$ cat src/rtl/pipe_ctrl_pkg.sv
// ---------------------------------------------------------------------------
// pipe_ctrl_pkg
//   Shared definitions for the RV32 pipeline flow controller.
//   - state_t        : controller FSM states
//   - REG_W          : register-file index width
//   - CNT_W_DEF      : default width of the stall-cycle counter
//   - MD_MAX_CYC_DEF : default MDU watchdog limit in cycles
// ---------------------------------------------------------------------------
package pipe_ctrl_pkg;

    localparam int REG_W          = 5;
    localparam int CNT_W_DEF      = 16;
    localparam int MD_MAX_CYC_DEF = 40;

    typedef enum logic [1:0] {
        RUN       = 2'd0,   // normal flow, hazards resolved combinationally
        MD_WAIT   = 2'd1,   // multi-cycle MUL/DIV in EX, back end frozen
        IMEM_WAIT = 2'd2    // instruction fetch outstanding
    } state_t;

endpackage : pipe_ctrl_pkg

$ cat src/rtl/pipe_ctrl_hazard_detect.sv
// ---------------------------------------------------------------------------
// hazard_detect
//   Purely combinational load-use hazard detector.
//   Ports:
//     Rs1D, Rs2D  in  REG_W  source registers of the instruction in ID
//     RdE         in  REG_W  destination register of the instruction in EX
//     MemReadE    in  1      instruction in EX is a load
//     RegWriteE   in  1      instruction in EX writes the register file
//     lu          out 1      ID consumes the result of the load now in EX
// ---------------------------------------------------------------------------
module hazard_detect
    import pipe_ctrl_pkg::*;
(
    input  logic [REG_W-1:0] Rs1D,
    input  logic [REG_W-1:0] Rs2D,
    input  logic [REG_W-1:0] RdE,
    input  logic             MemReadE,
    input  logic             RegWriteE,
    output logic             lu
);

    logic [REG_W-1:0] src [2];
    logic [1:0]       src_match;

    assign src[0] = Rs1D;
    assign src[1] = Rs2D;

    genvar gi;
    generate
        for (gi = 0; gi < 2; gi++) begin : g_src
            assign src_match[gi] = (src[gi] == RdE);
        end
    endgenerate

    // x0 is hard-wired to zero, so a load targeting it never creates a hazard.
    assign lu = MemReadE & RegWriteE & (RdE != '0) & (|src_match);

endmodule : hazard_detect

$ cat src/rtl/pipe_ctrl.sv
// ---------------------------------------------------------------------------
// pipe_ctrl
//   Pipeline flow controller for the 5-stage RV32 core. Produces stall and
//   flush enables for the PC, IF/ID, ID/EX and EX/MEM registers, sequencing
//   load-use hazards, EX-resolved redirects, multi-cycle MDU operations and
//   instruction-memory wait states. Also keeps a saturating stall-cycle
//   counter and a sticky MDU watchdog error flag.
//
//   Parameters:
//     CNT_W       width of StallCnt
//     MD_MAX_CYC  MD_WAIT cycles allowed before the watchdog fires
//   Ports:
//     clk          in   1      system clock, rising edge
//     rst          in   1      asynchronous active-low reset
//     Rs1D, Rs2D   in   REG_W  ID source registers
//     RdE          in   REG_W  EX destination register
//     MemReadE     in   1      EX instruction is a load
//     RegWriteE    in   1      EX instruction writes the register file
//     PCSrcE       in   1      taken branch/jump resolved in EX
//     MdStartE     in   1      MUL/DIV enters EX this cycle
//     MdDoneE      in   1      MDU result valid this cycle
//     ImemReadyF   in   1      instruction memory returns InstrF this cycle
//     StallF/D/E   out  1      hold PC, IF/ID, ID/EX
//     FlushD/E/M   out  1      bubble into IF/ID, ID/EX, EX/MEM
//     StallCnt     out  CNT_W  saturating count of StallF cycles
//     MdTimeout    out  1      sticky MDU watchdog error
// ---------------------------------------------------------------------------
module pipe_ctrl
    import pipe_ctrl_pkg::*;
#(
    parameter int CNT_W      = CNT_W_DEF,
    parameter int MD_MAX_CYC = MD_MAX_CYC_DEF
) (
    input  logic             clk,
    input  logic             rst,
    input  logic [REG_W-1:0] Rs1D,
    input  logic [REG_W-1:0] Rs2D,
    input  logic [REG_W-1:0] RdE,
    input  logic             MemReadE,
    input  logic             RegWriteE,
    input  logic             PCSrcE,
    input  logic             MdStartE,
    input  logic             MdDoneE,
    input  logic             ImemReadyF,
    output logic             StallF,
    output logic             StallD,
    output logic             StallE,
    output logic             FlushD,
    output logic             FlushE,
    output logic             FlushM,
    output logic [CNT_W-1:0] StallCnt,
    output logic             MdTimeout
);

    localparam int MD_W = (MD_MAX_CYC > 1) ? $clog2(MD_MAX_CYC) : 1;
    localparam logic [MD_W-1:0] MD_LAST = MD_W'(MD_MAX_CYC - 1);

    state_t           state_reg, state_next;
    logic             redir_pend_reg, redir_pend_next;
    logic [MD_W-1:0]  md_cnt_reg, md_cnt_next;
    logic [CNT_W-1:0] stall_cnt_reg;
    logic             md_timeout_reg;
    logic             timeout_set;

    logic lu;
    logic stall_f, stall_d, stall_e;
    logic flush_d, flush_e, flush_m;

    hazard_detect u_hazard_detect (
        .Rs1D      (Rs1D),
        .Rs2D      (Rs2D),
        .RdE       (RdE),
        .MemReadE  (MemReadE),
        .RegWriteE (RegWriteE),
        .lu        (lu)
    );

    // -----------------------------------------------------------------------
    // State register
    // -----------------------------------------------------------------------
    always_ff @(posedge clk or negedge rst) begin
        if (!rst) begin
            state_reg      <= RUN;
            redir_pend_reg <= 1'b0;
            md_cnt_reg     <= '0;
        end else begin
            state_reg      <= state_next;
            redir_pend_reg <= redir_pend_next;
            md_cnt_reg     <= md_cnt_next;
        end
    end

    // -----------------------------------------------------------------------
    // Next-state and output decode
    // -----------------------------------------------------------------------
    always_comb begin
        state_next      = state_reg;
        redir_pend_next = redir_pend_reg;
        md_cnt_next     = md_cnt_reg;
        timeout_set     = 1'b0;
        stall_f         = 1'b0;
        stall_d         = 1'b0;
        stall_e         = 1'b0;
        flush_d         = 1'b0;
        flush_e         = 1'b0;
        flush_m         = 1'b0;

        unique case (state_reg)
            RUN: begin
                if (PCSrcE) begin
                    // Redirect squashes ID and EX; any hazard behind it is moot.
                    flush_d = 1'b1;
                    flush_e = 1'b1;
                end else if (MdStartE) begin
                    stall_f     = 1'b1;
                    stall_d     = 1'b1;
                    stall_e     = 1'b1;
                    flush_m     = 1'b1;
                    md_cnt_next = '0;
                    state_next  = MD_WAIT;
                end else begin
                    if (lu) begin
                        stall_f = 1'b1;
                        stall_d = 1'b1;
                        flush_e = 1'b1;
                    end
                    if (!ImemReadyF) begin
                        stall_f    = 1'b1;
                        // IF/ID must hold the stalled ID instruction while a
                        // load-use bubble is inserted, so only bubble it
                        // when ID is free to move.
                        if (!lu) begin
                            flush_d = 1'b1;
                        end
                        state_next = IMEM_WAIT;
                    end
                end
            end

            MD_WAIT: begin
                // Redirects cannot arrive here: EX is frozen on the MDU op.
                if (MdDoneE) begin
                    state_next = RUN;
                end else begin
                    stall_f     = 1'b1;
                    stall_d     = 1'b1;
                    stall_e     = 1'b1;
                    flush_m     = 1'b1;
                    md_cnt_next = md_cnt_reg + MD_W'(1);
                    if (md_cnt_reg == MD_LAST) begin
                        timeout_set = 1'b1;
                        state_next  = RUN;
                    end
                end
            end

            IMEM_WAIT: begin
                if (PCSrcE) begin
                    flush_e = 1'b1;
                end
                if (!ImemReadyF) begin
                    stall_f = 1'b1;
                    flush_d = 1'b1;
                    if (PCSrcE) begin
                        redir_pend_next = 1'b1;
                    end
                end else begin
                    // A word fetched before a redirect is on the wrong path.
                    flush_d         = redir_pend_reg | PCSrcE;
                    redir_pend_next = 1'b0;
                    state_next      = RUN;
                end
            end

            default: begin
                state_next      = RUN;
                redir_pend_next = 1'b0;
            end
        endcase
    end

    // Outputs are gated by reset so they drop without waiting for a clock.
    assign StallF = rst & stall_f;
    assign StallD = rst & stall_d;
    assign StallE = rst & stall_e;
    assign FlushD = rst & flush_d;
    assign FlushE = rst & flush_e;
    assign FlushM = rst & flush_m;

    // -----------------------------------------------------------------------
    // Saturating stall-cycle counter
    // -----------------------------------------------------------------------
    always_ff @(posedge clk or negedge rst) begin
        if (!rst) begin
            stall_cnt_reg <= '0;
        end else if (stall_f && (stall_cnt_reg != '1)) begin
            stall_cnt_reg <= stall_cnt_reg + CNT_W'(1);
        end
    end

    // -----------------------------------------------------------------------
    // Sticky MDU watchdog flag
    // -----------------------------------------------------------------------
    always_ff @(posedge clk or negedge rst) begin
        if (!rst) begin
            md_timeout_reg <= 1'b0;
        end else if (timeout_set) begin
            md_timeout_reg <= 1'b1;
        end
    end

    assign StallCnt  = stall_cnt_reg;
    assign MdTimeout = md_timeout_reg;

endmodule : pipe_ctrl

$ cat config.mk
export PLATFORM = sky130hd
export DESIGN_NAME = pipe_ctrl
export DESIGN_NICKNAME = d
export VERILOG_FILES = /design/src/rtl/pipe_ctrl_pkg.sv /design/src/rtl/pipe_ctrl_hazard_detect.sv /design/src/rtl/pipe_ctrl.sv
export SDC_FILE = /design/constraint.sdc
export NUM_CORES = 1
export LEC_CHECK = 0
export BUFFER_PORTS_ARGS = -buffer_cell sky130_fd_sc_hd__buf_2
export CAP_MARGIN = 20
export CORE_MARGIN = 2
export CORE_UTILIZATION = 46
export CTS_CLUSTER_SIZE = 24
export DETAILED_ROUTE_END_ITERATION = 10
export HOLD_SLACK_MARGIN = 0.08
export PLACE_DENSITY = 0.77
export SKIP_CTS_REPAIR_TIMING = 1
export SYNTH_ARGS = -nofsm -noshare
export SYNTH_HDL_FRONTEND = slang
export SYNTH_SLANG_ARGS = --single-unit
$ cat constraint.sdc
create_clock -name clk -period 2 [get_ports clk]
set_input_delay 0.1 -clock clk [delete_from_list [all_inputs] [get_ports clk]]
set_output_delay 0.1 -clock clk [all_outputs]
set_load 0.01 [all_outputs]
Word level (Yosys, flattened, before mapping)
Cells that the tools add are included.

Multiplexer cells: 40. Eq/ne operators: 13. Add/sub/neg operators: 2. Reduce and logical (&&, ||, !) cells: 9. Bitwise operators: 10.

Operator list (number): two-way mux 1 bit (23); two-way mux 6 bit (3); adder 16 x 1 -> 16 bit (second input constant) (1); != test 16 bit (second input constant) (1); two-way mux 2 bit (6); one-hot mux 6 bit (2 select lines) (1); equality test 5 bit (2); one-hot mux 1 bit (2 select lines) (5); != test 3 bit (second input constant) (3); AND 1 bit (8); != test 2 bit (second input constant) (4); AND reduction 4 bit (2); adder 6 x 1 -> 6 bit (second input constant) (1); equality test 6 bit (second input constant) (1); one-hot mux 2 bit (3 select lines) (1); nonzero test 5 bit (1); OR reduction 2 bit (2); one-hot mux 1 bit (3 select lines) (1); equality test 2 x 1 -> 1 bit (second input constant) (1); equality test 2 bit (second input constant) (1); logical NOT 2 bit (1); AND reduction 2 bit (1); nonzero test 2 bit (1); logical AND 1 bit (1); 2 further kinds (2).

Input bits: 23. Logic and storage cells: 79. Flip-flop bits (word level): 26.

Depth between registers and ports, before layout
Word-level depth: 9. Gate-level depth with buffers: 7. Gate-level depth less buffers: 6.

By module
A second synthesis with hierarchy kept.

Cell total of the unflattened synthesis: 154. Area total of the unflattened synthesis: 1515.2 sq um.

By module, submodules not included: pipe_ctrl (area an instance 1382.6 sq um, instances 1, cells each 137, sequential area each 650.6 sq um); hazard_detect (area an instance 132.6 sq um, instances 1, cells each 17, sequential area each 0.0 sq um).

Worst setup path after synthesis
OpenSTA, ideal clock, no wires.

Path kind: register -> register. Start point: register state_reg[1]. End point: register stall_cnt_reg[11], in the netlist StallCnt[11]. Setup time: 79 ps. Required time: 1921 ps. Stages on the path, launching flop included: 8. Clock period less this slack: 2032 ps. Setup slack: -32 ps. Arrival: 1953 ps. Path through: dfrtp_1 -> buf_6 -> nor3b_4 -> a21o_4 -> nor3_4 -> or4_4 -> nor4b_4 -> xor2_1.

Cells in the longest elaborated chain, start to end: 3. Elaborated cells on any way between the ends: 5.

RTL lines: from (decl) (line pipe_ctrl.sv:58) `state_t state_reg, state_next;`; from (signal assigned) (line pipe_ctrl.sv:87) `state_reg <= state_next;`; equality test 2 bit (tied with other cells) (line pipe_ctrl.sv:108) `unique case (state_reg)`; one-hot mux 1 bit (3 select lines) * (line pipe_ctrl.sv:108); logical AND 1 bit * (line pipe_ctrl.sv:196) `end else if (stall_f && (stall_cnt_reg != '1)) begin`; to (signal assigned) (line pipe_ctrl.sv:197) `stall_cnt_reg <= stall_cnt_reg + CNT_W'(1);`; to (decl) (line pipe_ctrl.sv:61) `logic [CNT_W-1:0] stall_cnt_reg;`.

Mark *: on every way between the ends. The rest lies on a longest branch, timed or not. A chain may end at the register's enable or synchronous reset.

Worst setup path in the final report
Start point: register state_reg[0]. End point: output port StallF.

Cells in the longest elaborated chain, start to end: 3. Elaborated cells on any way between the ends: 5.

RTL lines: equality test 2 bit (tied with other cells) (line pipe_ctrl.sv:108); one-hot mux 1 bit (3 select lines) * (line pipe_ctrl.sv:108); AND 1 bit * (line pipe_ctrl.sv:183) `assign StallF = rst & stall_f;`; to (decl) (line pipe_ctrl.sv:45) `output logic StallF,`.

Marks and branches as above.

==> run metrics <==
worst skew pair latency=0.34 ns; P per Cell Area=790 nW/µm²; Mean Syn Cell Area=9.67 µm²; Routed Antenna Nets=0; relative slew slack=75.4%; full die area=3840 µm²; H-tree depth=1; vias in the first global route=1,264; Die Span Y=62.0 µm; reported max-cap violation count=0; FMAX=474 MHz; Final Critical Period=2.11 ns; type of the worst setup path=register to output port; via count=1,399; status=finished with violations; CP Capture Type=output port; vias per cell=5.09; min-delay worst type=primary input to register; I/O pin count=46; CTS Buf Count=3; placed cells=260; antenna violations before repair=0; Seq cells post-synth=26; sequential area share after synthesis=42.1%; skew final=0.0167 ns; Routed WL=3560 µm; number of synthesized flops with an enable pin=0; row count=21; failing checks=setup timing; max FFs per register=16; Initial Util=47.1%; fraction of layout cells with a size suffix above 1=38.4%; All-Layer GR Usage=19.0%; post-synth cell types=41; critical path launch point type=register; final non-filler cell total=275; Worst-Margin Slew=0.369 ns; Area Growth Syn to Fin=38.0%; Pre-antenna DRT Iters=4; fin nets=255; Final Hold Viols=0; CTS tree=done; post-layout util=65.0%; Worst EP required=1.90 ns; Gate Count Post-Synth=160; unrepaired setup endpoints after global routing=yes; Data arrival, critical path=2.01 ns; first-pass GRT wire length=5410 µm; root buffer cell=clkbuf_4; Netlist Area Pre-Place=1550 µm²; global route overflow=0; clock sink total=26; First DRT Iteration DRCs=59; FFs w/ async S/R, synth=100%; VDD IR max=0.698 mV; Die X-Extent=62.0 µm; Max FO, Critical Path=4; GP Congestion=0.866; largest net degree at the start of global routing=18; Total Power=1.69 mW; ANT cells=0; syn_nets=185; LEAKAGE=1.03 nW; Post-route DRC=0; Synthesis Warnings=0; final period utilization=106%; clock slew at reported path FFs=0.16 ns; Setup WS post-layout=-0.112 ns; Core Box Area=3280 µm²; Routed WL per cell=13.0 µm; I/O Buffers=45; final setup vio count=5; Main synth FF type=dfrtp_1; CTS max path bufs=2; hpwl dp=2550 µm; Final Max Tran Viols=0
[Yosys cell counts, types with 3 or more instances]
cell / n / share of area, %
nand3_1: 14 / 4.5
nand2_1: 16 / 3.9
nand4_1: 3 / 1.2
xor2_1: 11 / 6.2
nor3_1: 5 / 1.6
xnor2_1: 18 / 10
nor2_1: 21 / 5.1
a21oi_1: 4 / 1.3
dfrtp_1: 26 / 42
[cells in the final DEF, fill, tap and decap left out, types with 2 or more instances in the layout]
master and n:
dlygate4sd3_1 2, dfrtp_1 26, buf_4 18, xor2_1 11, ha_1 2, a21o_1 2, nor3_1 4, a21oi_1 4
buf_6 4, nor3_4 3, xnor2_1 18, buf_2 44, nand2_1 15, o21ai_0 2, nor4_1 2, nand3_1 14
nor2_1 20, a211oi_1 2, inv_1 2, clkbuf_4 3, nand4_1 3
[final cells by class]
type,instances,area [µm²]
Fill cell,272,1150
Timing Repair Buffer,69,440
Clock buffer,3,22.5
Sequential cell,26,651
Clock inverter,1,30.0
Multi-Input combinational cell,128,926
Tap cell,46,57.6
Inverter,2,7.51
[through the flow]
stage	worst slack [ns]	setup TNS, ns	hold slack, ns	instance area, µm²
2_1_floorplan	0.0996	0	-0.196	1550
3_3_place_gp	0.140	0	-0.00975	1900
3_5_place_dp	0.0184	0	-0.00970	1900
4_1_cts	-0.206	-0.206	-0.385	1950
5_1_grt	-0.175	-0.853	0.139	2130
6_report	-0.112	-0.193	0.118	2130
[layer usage]
| layer | routed length (µm) | up-vias | GRT usage [%] |
|---|---|---|---|
| met5 | 0 | - | 0 |
| met4 | 20 | 0 | 3.95 |
| met3 | 144 | 4 | 4.76 |
| met2 | 1810 | 37 | 32.1 |
| met1 | 1590 | 663 | 24.8 |
| li1 | - | 695 | - |
[logic make-up (layout without fill, tap and decap cells)]
kind of cell	count (synthesis)	count (layout)	share of synthesized area [%]
AND/OR/NAND/NOR	81	81	29.7
buffers and inverters	6	75	2.43
XOR/XNOR	29	29	16.4
flip-flops	26	26	42.1
multiplexers	1	1	0.728
adder cells (fa/ha/maj)	2	2	1.62
AO/OA/AOI/OAI	15	15	7.04
[final timing paths]
| kind | start | endpoint | slack [ns] | depth (start not counted) |
|---|---|---|---|---|
| worst max-delay path | state_reg[0] | StallF | -0.11 | 8 |
| worst min-delay path | MdStartE | state_reg[0] | 0.12 | 3 |
| worst max register to register | state_reg[0] | StallCnt[11] | -0.05 | 7 |
| worst min register to register | MdTimeout | MdTimeout | 0.48 | 1 |
| max in group asynchronous | rst | StallCnt[2] | 1.28 | 3 |
| min in group asynchronous | rst | md_cnt_reg[0] | 0.17 | 2 |
[critical path, cell delays in order (launching register included)]
cell and delay, ns:
dfrtp_1 0.42, buf_4 0.15, nor3b_4 0.15, a21o_4 0.20, or3_4 0.41, buf_6 0.14, nand2_4 0.07, nor2_4 0.04
buf_6 0.11
[where the power goes]
part | internal [mW] | leakage, nW | switching (mW)
Sequential | 0.626 | 0.337 | 0.109
Clock | 0.203 | 0.0279 | 0.166
Combinational | 0.304 | 0.665 | 0.279
No activity file was read; power rests on OpenSTA's default activity.
